## config.mk

```make
export PLATFORM = sky130hd
export DESIGN_NAME = uart_tx_framer
export DESIGN_NICKNAME = d
export VERILOG_FILES = /design/src/rtl/uart_pkg.sv /design/src/rtl/uart_tx_shift.sv /design/src/rtl/uart_tx_framer.sv
export SDC_FILE = /design/constraint.sdc
export NUM_CORES = 1
export LEC_CHECK = 0
export ABC_AREA = 1
export CORE_ASPECT_RATIO = 0.6
export CORE_MARGIN = 8
export CORE_UTILIZATION = 56
export CTS_BUF_LIST = sky130_fd_sc_hd__clkbuf_16
export DETAILED_ROUTE_END_ITERATION = 6
export GPL_TIMING_DRIVEN = 0
export PLACE_DENSITY_LB_ADDON = 0.1
export SYNTH_ARGS = -nofsm -noshare
export SYNTH_HDL_FRONTEND = slang
export SYNTH_SLANG_ARGS = --single-unit
```

## constraint.sdc

```tcl
create_clock -name UCLK -period 1.95 [get_ports UCLK]
set_input_delay 0.195 -clock UCLK [delete_from_list [all_inputs] [get_ports UCLK]]
set_output_delay 0.195 -clock UCLK [all_outputs]
set_load 0.02 [all_outputs]
```

## src/rtl/uart_pkg.sv

```systemverilog
// uart_pkg
//   Shared types and helpers for the UART transmit path.
//   tx_state_t : frame sequencer states
//   PARITY_*   : encoding of the parity_odd configuration bit
//   clamp_len  : maps a runtime data length onto 1..max_len
package uart_pkg;

  typedef enum logic [2:0] {
    IDLE,
    START,
    DATA,
    PARITY,
    STOP1,
    STOP2
  } tx_state_t;

  localparam logic PARITY_EVEN = 1'b0;
  localparam logic PARITY_ODD  = 1'b1;

  // Out-of-range lengths (0 or above max_len) fall back to the full width.
  function automatic int clamp_len(input int len, input int max_len);
    int r;
    r = len;
    if (len == 0 || len > max_len) r = max_len;
    return r;
  endfunction

endpackage

```

## src/rtl/uart_tx_shift.sv

```systemverilog
// uart_tx_shift
//   Loadable data shift register for the UART transmitter, with LSB- or
//   MSB-first direction and a running parity of the bits shifted out.
// Ports
//   UCLK, reset : clock, async active-high reset
//   load        : capture data/len/msb_first, clear parity
//   shift       : consume the current head bit (folded into parity)
//   msb_first   : direction captured on load
//   data, len   : word and clamped data length (1..DATA_WIDTH)
//   head        : bit that goes on the line next
//   parity      : XOR of all bits consumed since load
module uart_tx_shift
  import uart_pkg::*;
#(
  parameter int DATA_WIDTH = 9,
  parameter int LEN_W      = $clog2(DATA_WIDTH + 1)
) (
  input  logic                  UCLK,
  input  logic                  reset,
  input  logic                  load,
  input  logic                  shift,
  input  logic                  msb_first,
  input  logic [DATA_WIDTH-1:0] data,
  input  logic [LEN_W-1:0]      len,
  output logic                  head,
  output logic                  parity
);

  logic [DATA_WIDTH-1:0] sr;
  logic                  msb_r;

  always_ff @(posedge UCLK or posedge reset) begin
    if (reset) begin
      sr     <= '0;
      msb_r  <= 1'b0;
      parity <= 1'b0;
    end else if (load) begin
      msb_r  <= msb_first;
      parity <= 1'b0;
      // MSB-first: left-align the len-bit field so the head is always the top bit.
      sr     <= msb_first ? (data << (DATA_WIDTH - int'(len))) : data;
    end else if (shift) begin
      parity <= parity ^ head;
      sr     <= msb_r ? (sr << 1) : (sr >> 1);
    end
  end

  assign head = msb_r ? sr[DATA_WIDTH-1] : sr[0];

endmodule

```

## src/rtl/uart_tx_framer.sv

```systemverilog
// uart_tx_framer
//   UART transmit framer: accepts a word on tx_valid/tx_ready and sends
//   start, 1..DATA_WIDTH data bits, optional parity and 1 or 2 stop bits,
//   one bit per baud_tick.
// Ports
//   UCLK, reset          : clock, async active-high reset
//   tx_data, tx_valid    : word and its valid strobe
//   tx_ready             : high only while idle
//   data_len             : data bits per frame (0 or >DATA_WIDTH => DATA_WIDTH)
//   parity_en/parity_odd : parity enable and sense
//   two_stop, msb_first  : stop-bit count and bit order
//   baud_tick            : end of the current bit period
//   baud_sync            : one-cycle pulse after accept to realign the baud generator
//   serial_out           : TX line (idle high, registered)
//   tx_busy, tx_done     : frame in progress / one-cycle end-of-frame pulse
module uart_tx_framer
  import uart_pkg::*;
#(
  parameter int DATA_WIDTH = 9,
  parameter int LEN_W      = $clog2(DATA_WIDTH + 1)
) (
  input  logic                  UCLK,
  input  logic                  reset,
  input  logic [DATA_WIDTH-1:0] tx_data,
  input  logic                  tx_valid,
  output logic                  tx_ready,
  input  logic [LEN_W-1:0]      data_len,
  input  logic                  parity_en,
  input  logic                  parity_odd,
  input  logic                  two_stop,
  input  logic                  msb_first,
  input  logic                  baud_tick,
  output logic                  baud_sync,
  output logic                  serial_out,
  output logic                  tx_busy,
  output logic                  tx_done
);

  tx_state_t        state, state_nx;
  logic [LEN_W-1:0] bit_cnt, bit_cnt_nx;
  logic [LEN_W-1:0] len_r, len_c;
  logic             par_en_r, par_odd_r, two_stop_r;
  logic             serial_nx, sync_nx, done_nx;
  logic             load, shift;
  logic             head, parity_acc;

  assign len_c    = LEN_W'(clamp_len(int'(data_len), DATA_WIDTH));
  assign tx_ready = (state == IDLE);
  assign tx_busy  = (state != IDLE);

  uart_tx_shift #(
    .DATA_WIDTH(DATA_WIDTH),
    .LEN_W     (LEN_W)
  ) u_shift (
    .UCLK     (UCLK),
    .reset    (reset),
    .load     (load),
    .shift    (shift),
    .msb_first(msb_first),
    .data     (tx_data),
    .len      (len_c),
    .head     (head),
    .parity   (parity_acc)
  );

  always_ff @(posedge UCLK or posedge reset) begin
    if (reset) begin
      state      <= IDLE;
      bit_cnt    <= '0;
      len_r      <= '0;
      par_en_r   <= 1'b0;
      par_odd_r  <= 1'b0;
      two_stop_r <= 1'b0;
      serial_out <= 1'b1;
      baud_sync  <= 1'b0;
      tx_done    <= 1'b0;
    end else begin
      state      <= state_nx;
      bit_cnt    <= bit_cnt_nx;
      serial_out <= serial_nx;
      baud_sync  <= sync_nx;
      tx_done    <= done_nx;
      if (load) begin
        len_r      <= len_c;
        par_en_r   <= parity_en;
        par_odd_r  <= parity_odd;
        two_stop_r <= two_stop;
      end
    end
  end

  // A data bit is shifted out of u_shift as it is placed on the line, so by
  // the final data tick parity_acc already covers all len bits.
  always_comb begin
    state_nx   = state;
    bit_cnt_nx = bit_cnt;
    serial_nx  = serial_out;
    sync_nx    = 1'b0;
    done_nx    = 1'b0;
    load       = 1'b0;
    shift      = 1'b0;
    case (state)
      IDLE: begin
        serial_nx = 1'b1;
        if (tx_valid) begin
          load       = 1'b1;
          state_nx   = START;
          serial_nx  = 1'b0;
          sync_nx    = 1'b1;
          bit_cnt_nx = '0;
        end
      end
      START: begin
        if (baud_tick) begin
          state_nx  = DATA;
          serial_nx = head;
          shift     = 1'b1;
        end
      end
      DATA: begin
        if (baud_tick) begin
          if (bit_cnt == len_r - LEN_W'(1)) begin
            if (par_en_r) begin
              state_nx  = PARITY;
              serial_nx = parity_acc ^ (par_odd_r == PARITY_ODD);
            end else begin
              state_nx  = STOP1;
              serial_nx = 1'b1;
            end
          end else begin
            serial_nx  = head;
            shift      = 1'b1;
            bit_cnt_nx = bit_cnt + LEN_W'(1);
          end
        end
      end
      PARITY: begin
        if (baud_tick) begin
          state_nx  = STOP1;
          serial_nx = 1'b1;
        end
      end
      STOP1: begin
        serial_nx = 1'b1;
        if (baud_tick) begin
          if (two_stop_r) begin
            state_nx = STOP2;
          end else begin
            state_nx = IDLE;
            done_nx  = 1'b1;
          end
        end
      end
      STOP2: begin
        serial_nx = 1'b1;
        if (baud_tick) begin
          state_nx = IDLE;
          done_nx  = 1'b1;
        end
      end
      default: begin
        state_nx  = IDLE;
        serial_nx = 1'b1;
      end
    endcase
  end

endmodule

```

==> impl_metrics.yaml <==
floorplan:
  initial_utilization_pct: 57.9
  fp.dieArea_um2: 6040
  core_area_um2: 3640
  die_h_um: 63.5
  pin_count: 26
  die_width_um: 95.1
  cell_rows: 17
final_layout:
  post_layout_nonfiller_instances: 394
  post_route_cells_drive_above_1_share_pct: 12.7
  nets: 372
  finalCoreUtilization_pct: 71.3
  area_delta_synth_final_pct: 23.2
  fill_cells: 310
  antenna_cells: 0
route:
  drt_pre_antenna_iters: 5
  wl_per_cell_um: 13.9
  drt-initial-drc-count: 184
  postRouteAntennaNets: 0
  detailroute.via_count: 2191
  wirelength_um: 5490
  vias_per_cell: 5.56
  drc_errors: 0
cts:
  cts_hold_repair.buffers: 0
  cts.clk_slew.worst_paths_ns: 0.07
  htree_num_levels: 1
  cts_buffers: 3
  clockBufferDepth: 2
  cts_sinks: 28
  clock_latency_late_sink_ns: 0.27
  cts_tree: "yes"
  cts_root_buf: "sky130_fd_sc_hd__clkbuf_16"
worst_hold_path:
  hp-class: "primary input to flop"
grt:
  grt_pass1_wl_um: 9090
  largest_net_degree_at_the_start_of_global_routing: 29
  gr-total-overflow: 0
  grt.total_usage_pct: 18.5
  number_of_global_route_vias_before_repair: 1888
  grt_antenna_before_repair: 0
worst_setup_path:
  worst-endpoint-required_ns: 2.11
  timing.critical_path.max_delay_family: "simple AND/OR/NAND/NOR gates"
  critical_path.max_stage_delay_ns: 0.38
  endpoint_kind: "flop"
  timing.setup.critical_path_class: "flop to flop"
  cp_max_delay_cell: "sky130_fd_sc_hd__dfrtp_1"
  worstSetupStartpointType: "flop"
  cp.buffers_inverters: 2
  arrival_time_of_the_worst_setup_path_ns: 1.95
  critical_path.cell_chain: "inv_1, ha_1, xnor2_1, nor2_1, nand3_2, nand3_1, nand3_2, buf_4, nand3_1, o21ai_1"
  path_max_fanout: 10
placement:
  place.detailed.hpwl_um: 4280
  place.port_buffers: 24
  placed_cells_incl_taps: 387
  routabilityCongestion: 0.918
job:
  cap_violations: 0
power_and_ir_drop:
  ir_drop_uv: 732
  fin_total_pwr_mw: 3.52
  leakagePower_nw: 1.32
  pwr_density_cell_nw_per_um2: 1360
yosys:
  postSynth.topFlopCell: "sky130_fd_sc_hd__dfrtp_1"
  fraction_of_the_yosys_area_taken_by_sequential_cells_pct: 33.4
  avgSynthCellArea_um2: 6.66
  cell_area_after_synthesis_um2: 2100
  ys_types: 37
  postSynthRegisterBits: 28
  post_synthesis_net_count: 340
  count_of_flip_flops_with_a_built_in_enable_after_synthesis: 0
  postSynthCellCount: 316
  ys_warn_count: 0
  ys_async_sr_fraction_pct: 100
sta:
  layout_min_cycle_time_ns: 1.80
  fin_setup_tns_ns: 0
  worst_slew_pin_slew_ns: 1.06
  max_freq_ghz: 0.557
  maxSlewHeadroom_pct: 29.2
  final_max_slew_viol_count: 0
  grt_setup_unrepaired: "no"
  worst_hold_slack_ns: 0.344
  fin_crit_sh_pct: 92.2
  timing.clock.skew_ns: 0.00331
  count_of_endpoints_failing_hold_in_the_final_timing_report: 0
  report.final.setup_viol: 0
status:
  outcome: "finished, final reports clean"
==> state kept, by name (all words and copies together) (netlist names) <==
name            count
baud_sync           1
serial_out          1
tx_done             1
len_r               4
par_en_r            1
u_shift.msb_r       1
bit_cnt             4
u_shift.parity      1
par_odd_r           1
two_stop_r          1
state               3
u_shift.sr          9
==> Yosys cell counts (4+ instances only) <==
library cell | n | area, um2
sky130_fd_sc_hd__o21ai_0 | 19 | 95.1
sky130_fd_sc_hd__inv_2 | 6 | 22.5
sky130_fd_sc_hd__a21oi_1 | 11 | 55.1
sky130_fd_sc_hd__a22oi_1 | 6 | 45.0
sky130_fd_sc_hd__nor3_1 | 5 | 25.0
sky130_fd_sc_hd__nor2_1 | 14 | 52.6
sky130_fd_sc_hd__nand3_1 | 50 | 250
sky130_fd_sc_hd__nand2_1 | 89 | 334
sky130_fd_sc_hd__inv_1 | 43 | 161
sky130_fd_sc_hd__dfrtp_1 | 27 | 676
sky130_fd_sc_hd__nand2_2 | 4 | 25.0
sky130_fd_sc_hd__o21ai_1 | 5 | 25.0
sky130_fd_sc_hd__nand2_4 | 5 | 56.3
==> cell families (layout without fill, tap and decap cells) <==
kind of cell / Yosys count / in the layout / synth area share, %
buffers and inverters: 57 / 88 / 11.0
XOR/XNOR: 5 / 5 / 2.08
adder cells (fa/ha/maj): 3 / 3 / 1.78
AO/OA/AOI/OAI: 48 / 48 / 13.1
AND/OR/NAND/NOR: 175 / 175 / 38.7
flip-flops: 28 / 28 / 33.4
==> per-stage QoR <==
step                worst slack (ns)  area (um2)
finish                         0.153        2590
global route                  0.0162        2590
CTS                          0.00992        2530
detailed placement            -0.362        2400
global placement              -0.382        2400
floorplan                      0.321        2100
==> path summary, 6_finish.rpt <==
path | start | endpoint | slack, ns | depth (start not counted)
max | len_r[0] | u_shift.sr[3] | 0.15 | 10
min | baud_tick | state[2] | 0.34 | 2
max reg2reg | len_r[0] | u_shift.sr[3] | 0.15 | 10
min reg2reg | len_r[1] | len_r[1] | 0.50 | 2
max in group asynchronous | reset | two_stop_r | 0.82 | 2
min in group asynchronous | reset | state[2] | 0.48 | 2
==> layout by cell type (no fill, tap or decap), types with 2 or more instances in the layout <==
cell and n:
sky130_fd_sc_hd__inv_1 41, sky130_fd_sc_hd__buf_2 3, sky130_fd_sc_hd__dlymetal6s2s_1 2, sky130_fd_sc_hd__ha_1 2, sky130_fd_sc_hd__nand3_1 48, sky130_fd_sc_hd__nand2_8 2, sky130_fd_sc_hd__buf_4 4, sky130_fd_sc_hd__xor2_1 3
sky130_fd_sc_hd__nand3_2 3, sky130_fd_sc_hd__xnor2_1 2, sky130_fd_sc_hd__o21ai_1 4, sky130_fd_sc_hd__nand3b_1 2, sky130_fd_sc_hd__inv_2 8, sky130_fd_sc_hd__nand2_4 3, sky130_fd_sc_hd__nand2_1 88, sky130_fd_sc_hd__clkbuf_16 3
sky130_fd_sc_hd__nor2_1 12, sky130_fd_sc_hd__o21ai_0 19, sky130_fd_sc_hd__dfrtp_1 27, sky130_fd_sc_hd__nor2_2 3, sky130_fd_sc_hd__a22oi_1 6, sky130_fd_sc_hd__clkdlybuf4s50_1 21, sky130_fd_sc_hd__a21oi_1 11, sky130_fd_sc_hd__nand2_2 5
sky130_fd_sc_hd__nor3_1 5
==> routing by layer <==
layer,global-route usage (%),vias up,wire [um]
li1,-,1092,-
met1,29.3,1022,2810
met2,24.5,75,2180
met3,4.61,2,480
met4,1.74,0,21
met5,0,-,0
==> repair_timing <==
item	CTS	global route
cloned	0	0
buffers inserted	0	3
setup endpoints to repair	8	15
pin swaps	0	2
resized for setup	5	11
==> report_power, final <==
part / leakage, nW / internal (mW) / switching, mW
sequential: 0.353 / 0.837 / 0.190
combinational: 0.919 / 0.722 / 1.16
clock: 0.0511 / 0.409 / 0.207
==> area by class of cell <==
class	instances	area [um2]	share of cell area, %
multi-input combinational	231	1230	47.4
buffer	6	37.5	1.45
timing repair buffer	27	267	10.3
sequential	28	702	27.1
inverter	51	194	7.48
tap	47	58.8	2.27
clock buffer	3	75.1	2.89
clock inverter	1	30.0	1.16
Note: power is estimated with default switching activity, not from simulation.
